--- config.mk ---
export PLATFORM = sky130hd
export DESIGN_NAME = dbg_pager
export DESIGN_NICKNAME = d
export VERILOG_FILES = /design/src/rtl/dbg_pkg.sv /design/src/rtl/debounce.sv /design/src/rtl/dbg_pager.sv
export SDC_FILE = /design/constraint.sdc
export NUM_CORES = 1
export LEC_CHECK = 0
export CELL_PAD_IN_SITES_DETAIL_PLACEMENT = 1
export CELL_PAD_IN_SITES_GLOBAL_PLACEMENT = 1
export CORE_ASPECT_RATIO = 0.8
export CORE_UTILIZATION = 25
export CTS_CLUSTER_DIAMETER = 80
export DETAILED_ROUTE_END_ITERATION = 6
export GPL_TIMING_DRIVEN = 0
export PLACE_DENSITY = 0.65
export REMOVE_ABC_BUFFERS = 1
export SKIP_LAST_GASP = 1
export SLEW_MARGIN = 20
export SYNTH_ARGS = -nofsm -noshare
export SYNTH_HDL_FRONTEND = slang
export SYNTH_HIERARCHICAL = 1
export SYNTH_SLANG_ARGS = --single-unit
export TNS_END_PERCENT = 30
--- constraint.sdc ---
create_clock -name clk -period 5.5 [get_ports clk]
set_input_delay 0.825 -clock clk [delete_from_list [all_inputs] [get_ports clk]]
set_output_delay 0.825 -clock clk [all_outputs]
set_load 0.03 [all_outputs]
--- src/rtl/dbg_pkg.sv ---
// Shared types and character codes for the debug pager display.
// Pages cycle CC, PC, Ad, IN, ST, OP on six 7-segment digits.
package dbg_pkg;

  localparam int NUM_PAGES = 6;

  typedef enum logic [2:0] {
    PG_CC = 3'd0,
    PG_PC = 3'd1,
    PG_AD = 3'd2,
    PG_IN = 3'd3,
    PG_ST = 3'd4,
    PG_OP = 3'd5
  } page_t;

  localparam logic [7:0] CH_A   = 8'd65;
  localparam logic [7:0] CH_C   = 8'd67;
  localparam logic [7:0] CH_D   = 8'd68;
  localparam logic [7:0] CH_I   = 8'd73;
  localparam logic [7:0] CH_N   = 8'd78;
  localparam logic [7:0] CH_O   = 8'd79;
  localparam logic [7:0] CH_P   = 8'd80;
  localparam logic [7:0] CH_S   = 8'd83;
  localparam logic [7:0] CH_T   = 8'd84;
  localparam logic [7:0] CH_OFF = 8'd127;

  function automatic logic [7:0] hex(input logic [3:0] n);
    return {4'h0, n};
  endfunction

  function automatic page_t next_page(input page_t p);
    return (p == PG_OP) ? PG_CC : page_t'(p + 3'd1);
  endfunction

endpackage

--- src/rtl/debounce.sv ---
// Two-flop synchronizer plus tick-based debounce.
// rise pulses for one cycle when the accepted level goes 0->1.
module debounce #(
  parameter int DEBOUNCE_TICKS = 20
) (
  input  logic clk,
  input  logic reset,
  input  logic tick,
  input  logic raw,
  output logic level,
  output logic rise
);

  localparam int CW = $clog2(DEBOUNCE_TICKS + 1);

  logic          s1;
  logic          s2;
  logic [CW-1:0] cnt;

  always_ff @(posedge clk) begin
    if (reset) begin
      s1    <= 1'b0;
      s2    <= 1'b0;
      cnt   <= '0;
      level <= 1'b0;
      rise  <= 1'b0;
    end else begin
      s1   <= raw;
      s2   <= s1;
      rise <= 1'b0;
      if (tick) begin
        if (s2 == level) begin
          cnt <= '0;
        end else if (cnt == CW'(DEBOUNCE_TICKS - 1)) begin
          cnt   <= '0;
          level <= s2;
          rise  <= s2;
        end else begin
          cnt <= cnt + 1'b1;
        end
      end
    end
  end

endmodule

--- src/rtl/dbg_pager.sv ---
// Debug pager: steps through six CPU register pages on a
// button press or dwell timeout, driving six character digits.
module dbg_pager
  import dbg_pkg::*;
#(
  parameter int DEBOUNCE_TICKS = 20,
  parameter int DWELL_TICKS    = 2000
) (
  input  logic        clk,
  input  logic        reset,
  input  logic        tick,
  input  logic        btn_next,
  input  logic        auto_en,
  input  logic [15:0] cc,
  input  logic [15:0] pc,
  input  logic [15:0] ad,
  input  logic [7:0]  in_reg,
  input  logic [7:0]  st,
  input  logic [7:0]  op,
  output logic [2:0]  page,
  output logic [47:0] digits
);

  localparam int DW = $clog2(DWELL_TICKS + 1);

  page_t         pg;
  logic [DW-1:0] dwell;
  logic          reload;
  logic          level;
  logic          rise;
  logic          press;
  logic          expire;
  logic          adv;

  debounce #(
    .DEBOUNCE_TICKS(DEBOUNCE_TICKS)
  ) u_debounce (
    .clk  (clk),
    .reset(reset),
    .tick (tick),
    .raw  (btn_next),
    .level(level),
    .rise (rise)
  );

  assign press  = rise & level;
  assign expire = auto_en & tick &
                  (dwell == DW'(DWELL_TICKS - 1));
  assign adv    = press | expire;
  assign page   = pg;

  logic [7:0]  lab5;
  logic [7:0]  lab4;
  logic [15:0] val;
  logic        wide;
  logic [47:0] shown;

  always_comb begin
    lab5 = CH_OFF;
    lab4 = CH_OFF;
    val  = '0;
    wide = 1'b0;
    case (pg)
      PG_CC: begin
        lab5 = CH_C; lab4 = CH_C; val = cc; wide = 1'b1;
      end
      PG_PC: begin
        lab5 = CH_P; lab4 = CH_C; val = pc; wide = 1'b1;
      end
      PG_AD: begin
        lab5 = CH_A; lab4 = CH_D; val = ad; wide = 1'b1;
      end
      PG_IN: begin
        lab5 = CH_I; lab4 = CH_N; val = {8'h00, in_reg};
      end
      PG_ST: begin
        lab5 = CH_S; lab4 = CH_T; val = {8'h00, st};
      end
      PG_OP: begin
        lab5 = CH_O; lab4 = CH_P; val = {8'h00, op};
      end
      default: ;
    endcase
  end

  always_comb begin
    if (wide) begin
      shown = {lab5, lab4,
               hex(val[15:12]), hex(val[11:8]),
               hex(val[7:4]), hex(val[3:0])};
    end else begin
      shown = {lab5, lab4, CH_OFF, CH_OFF,
               hex(val[7:4]), hex(val[3:0])};
    end
  end

  // A page change forces a reload next cycle so the new label shows at once.
  always_ff @(posedge clk) begin
    if (reset) begin
      pg     <= PG_CC;
      dwell  <= '0;
      reload <= 1'b0;
      digits <= {6{CH_OFF}};
    end else begin
      reload <= adv;
      if (adv) begin
        pg    <= next_page(pg);
        dwell <= '0;
      end else if (auto_en && tick) begin
        dwell <= dwell + 1'b1;
      end
      if (tick || reload) begin
        digits <= shown;
      end
    end
  end

endmodule

==> out/results.tsv <==
stage	metric	value	unit
power	Clock power frac	34.4	%
worst_setup_path	slowest stage delay, CP	0.80	ns
global_route	global-route usage over all layers	15.0	%
sta	period utilization	55.2	%
floorplan	Die H	97.5	microns
route	vias per cell	4.78	
cells_and_area	most frequent cells in the layout	clkdlybuf4s50_1, dfxtp_1, nand2_1, nor2_1, o21ai_0	
cells_and_area	diode count	0	
sta	Fin. Hold Viols	0	
sta	setup ws final	2.46	ns
power	Flop pwr share	45.1	%
logic_synthesis	XOR/XNOR Fraction of Synth Area	3.64	%
sta	final setup TNS	0	ns
logic_synthesis	Cells after Synth	321	
sta	measured slew at the worst slew-check pin	0.966	ns
route	vias	2675	
clock_tree	H-Tree Depth	2	
logic_synthesis	syn avg cell area	8.88	sq um
cells_and_area	layout cells sized above 1	5.53	%
clock_tree	Clock Tree Root	clkbuf_16	
worst_setup_path	Crit Path Category	input pin to register	
logic_synthesis	Synth Area in Adders	1.76	%
route	DRT Pass-1 Iters	4	
power	Int Pwr	0.000662	W
worst_setup_path	critical-path cell list	clkdlybuf4s50_1 > nor2_4 > a21oi_2 > and2_1 > a221o_1	
clock_tree	Sink Count	53	
power	VDD IR max	0.0000983	V
status	status	finished clean	
clock_tree	Skew-Pair Late Insertion Delay	0.30	ns
power	PD cells	218	nW/um^2
worst_setup_path	critical path required time	5.68	ns
cells_and_area	most common cell after layout, fill and taps aside	clkdlybuf4s50_1	
clock_tree	Clock Path Buffers	2	
worst_setup_path	Startpoint Class	input pin	
logic_synthesis	Post-Synth Simple-Gate Area	21.3	%
clock_tree	clk slew on worst S/H paths	0.07	ns
place	Post-DP HPWL	6210	microns
logic_synthesis	sequential area share after synthesis	37.2	%
cells_and_area	Reg area	1060	sq um
sta	Worst Skew	0.00457	ns
place	Place WS	2.13	ns
logic_synthesis	Synth Cell Area	2850	sq um
logic_synthesis	#FFs+latches synth	53	
cells_and_area	Syn-to-layout area delta	45.7	%
worst_setup_path	CP Buf/Inv Count	1	
cells_and_area	Nets	496	
sta	RSZ-0062 raised after global routing	no	
sta	min Tclk post-route	3.04	ns
clock_tree	number of setup buffers added after CTS	0	
worst_setup_path	Setup crit end kind	register	
clock_tree	Num CTS Buffers	5	
place	# port buffers	119	
logic_synthesis	post-synthesis compound-gate area fraction	19.9	%
logic_synthesis	unique cell type count in the Yosys netlist	57	
power	Switch Pwr	0.000244	W
cells_and_area	fillers	1312	
logic_synthesis	Async SR Flop Fraction	0	%
worst_setup_path	CP top delay family	simple AND/OR/NAND/NOR gates	
logic_synthesis	EDFF count, synth	0	
floorplan	Starting Density	26.0	%
floorplan	die footprint	11800	sq um
hold_path	worst hold path type	register to register	
cells_and_area	area occupied by multi-input gates	1560	sq um
logic_synthesis	top_reg_cell synth	dfxtp_1	
floorplan	standard-cell rows	34	
sta	fmax	0.329	GHz
route	wirelength, routed	8620	microns
worst_setup_path	arrival time worst endpoint	3.22	ns
power	Leak	1.45	nW
job	Max-Cap Viols	0	
sta	final setup violation count	0	
power	Switching Fraction	26.9	%
power	combinational power share	20.5	%
floorplan	die width	121	microns
clock_tree	Post-CTS Resized	0	
global_route	vias in the first global route	2760	
global_route	largest net degree at the start of global routing	36	
logic_synthesis	YS warnings	6	
global_route	Overflow after GRT	0	
route	DRC viols	0	
worst_setup_path	CP max-delay cell	nor2_4	
place	placer congestion estimate	0.716	
floorplan	core region area	11000	sq um
clock_tree	CTS Hold Buffers Added	0	
route	antenna viol nets, final	0	
clock_tree	CTS tree	done	
route	number of DRC markers in iteration 0	90	
sta	Rel. slew slack	35.5	%
logic_synthesis	mux contribution to synthesized area	7.06	%
sta	worst hold slack	0.457	ns
global_route	antenna violations before repair	0	
route	WL per Instance	15.4	microns
worst_setup_path	CP Max Fanout	35	
sta	pins over their slew limit	0	
global_route	first-pass GRT wire length	14200	microns
floorplan	# IOs	128	
logic_synthesis	largest family of logic cells by synthesized area	simple AND/OR/NAND/NOR gates	
## per-layer routing
layer	GRT usage (%)	vias up	part of all wire (%)
li1	-	1324	-
met4	3.51	0	0.88
met1	19.9	1272	47
met5	0	-	0
met2	24.1	72	46
met3	3.99	7	5.7
## worst paths after layout
path | to | slack [ns] | start | cells past startpoint
setup / recovery | digits[24] | 2.46 | tick | 5
hold / removal | u_debounce/s2 | 0.46 | u_debounce/s1 | 1
setup reg to reg | digits[24] | 2.72 | page[2] | 6
hold reg to reg | u_debounce/s2 | 0.46 | u_debounce/s1 | 1
## stage by stage
| stage | power, W | utilization, % | std cells | cell area [sq um] |
|---|---|---|---|---|
| detailed placement | 0.000604 | 36.6 | 552 | 4010 |
| finish | 0.000906 | 37.9 | 560 | 4160 |
| global placement | 0.000601 | 36.6 | 552 | 4020 |
| floorplan | 0.000496 | - | 289 | 2640 |
| CTS | 0.000920 | 37.9 | 560 | 4160 |
| global route | 0.000950 | 37.9 | 560 | 4160 |
## cell families (layout without fill, tap and decap cells)
family	Yosys count	in the layout
simple gates	113	113
xor+xnor	11	11
buf+inv	44	133
other cells	2	8
flops	53	53
fa+ha+maj	4	4
mux	15	15
compound gates	79	79
## synthesized netlist by cell type, drive strengths merged, types with 4 or more instances
cell,count,area share (%)
clkbuf,9,1.2
mux2i,10,3.5
nor3,10,1.8
nor2b,7,1.5
buf,29,6.9
mux4,4,3.2
ha,4,1.8
a22oi,7,1.8
a21o,4,1.1
dfxtp,53,37
a221o,11,3.9
a22o,5,1.5
a21oi,15,2.8
o21ai,16,2.8
nand2,27,3.6
nand3,12,2.5
nor2,28,3.9
nand4,4,0.88
inv,6,0.79
xnor2,9,2.8
## power groups by stage
stage	clock network, W	logic [W]	registers [W]
detailed placement	0	0.000187	0.000418
CTS	0.000324	0.000187	0.000409
global placement	0	0.000185	0.000416
global route	0.000342	0.000198	0.000411
finish	0.000312	0.000186	0.000408
floorplan	0	0.0000416	0.000455
## worst register-to-register path, delay by kind of cell (launching register included)
kind | cells | cell delay [ns]
buffers and inverters | 1 | 0.25
flip-flops | 1 | 0.96
adder cells (fa/ha/maj) | 1 | 0.36
AND/OR/NAND/NOR | 2 | 0.58
AO/OA/AOI/OAI | 2 | 0.52
## final cells by class
cell class,count,share of cell area (%)
Clock buffer,5,3.01
Clock inverter,3,0.422
Inverter,6,0.542
Multi-Input combinational cell,230,37.5
Sequential cell,53,25.6
Tap cell,144,4.34
Timing Repair Buffer,119,28.5
## sequential cells by signal (all words and copies together) (netlist names)
register,count
digits,29
dwell,11
page,3
u_debounce/s1,1
u_debounce/s2,1
u_debounce/level,1
reload,1
u_debounce/cnt,5
u_debounce/rise,1
(Power assumes the default switching activity.)
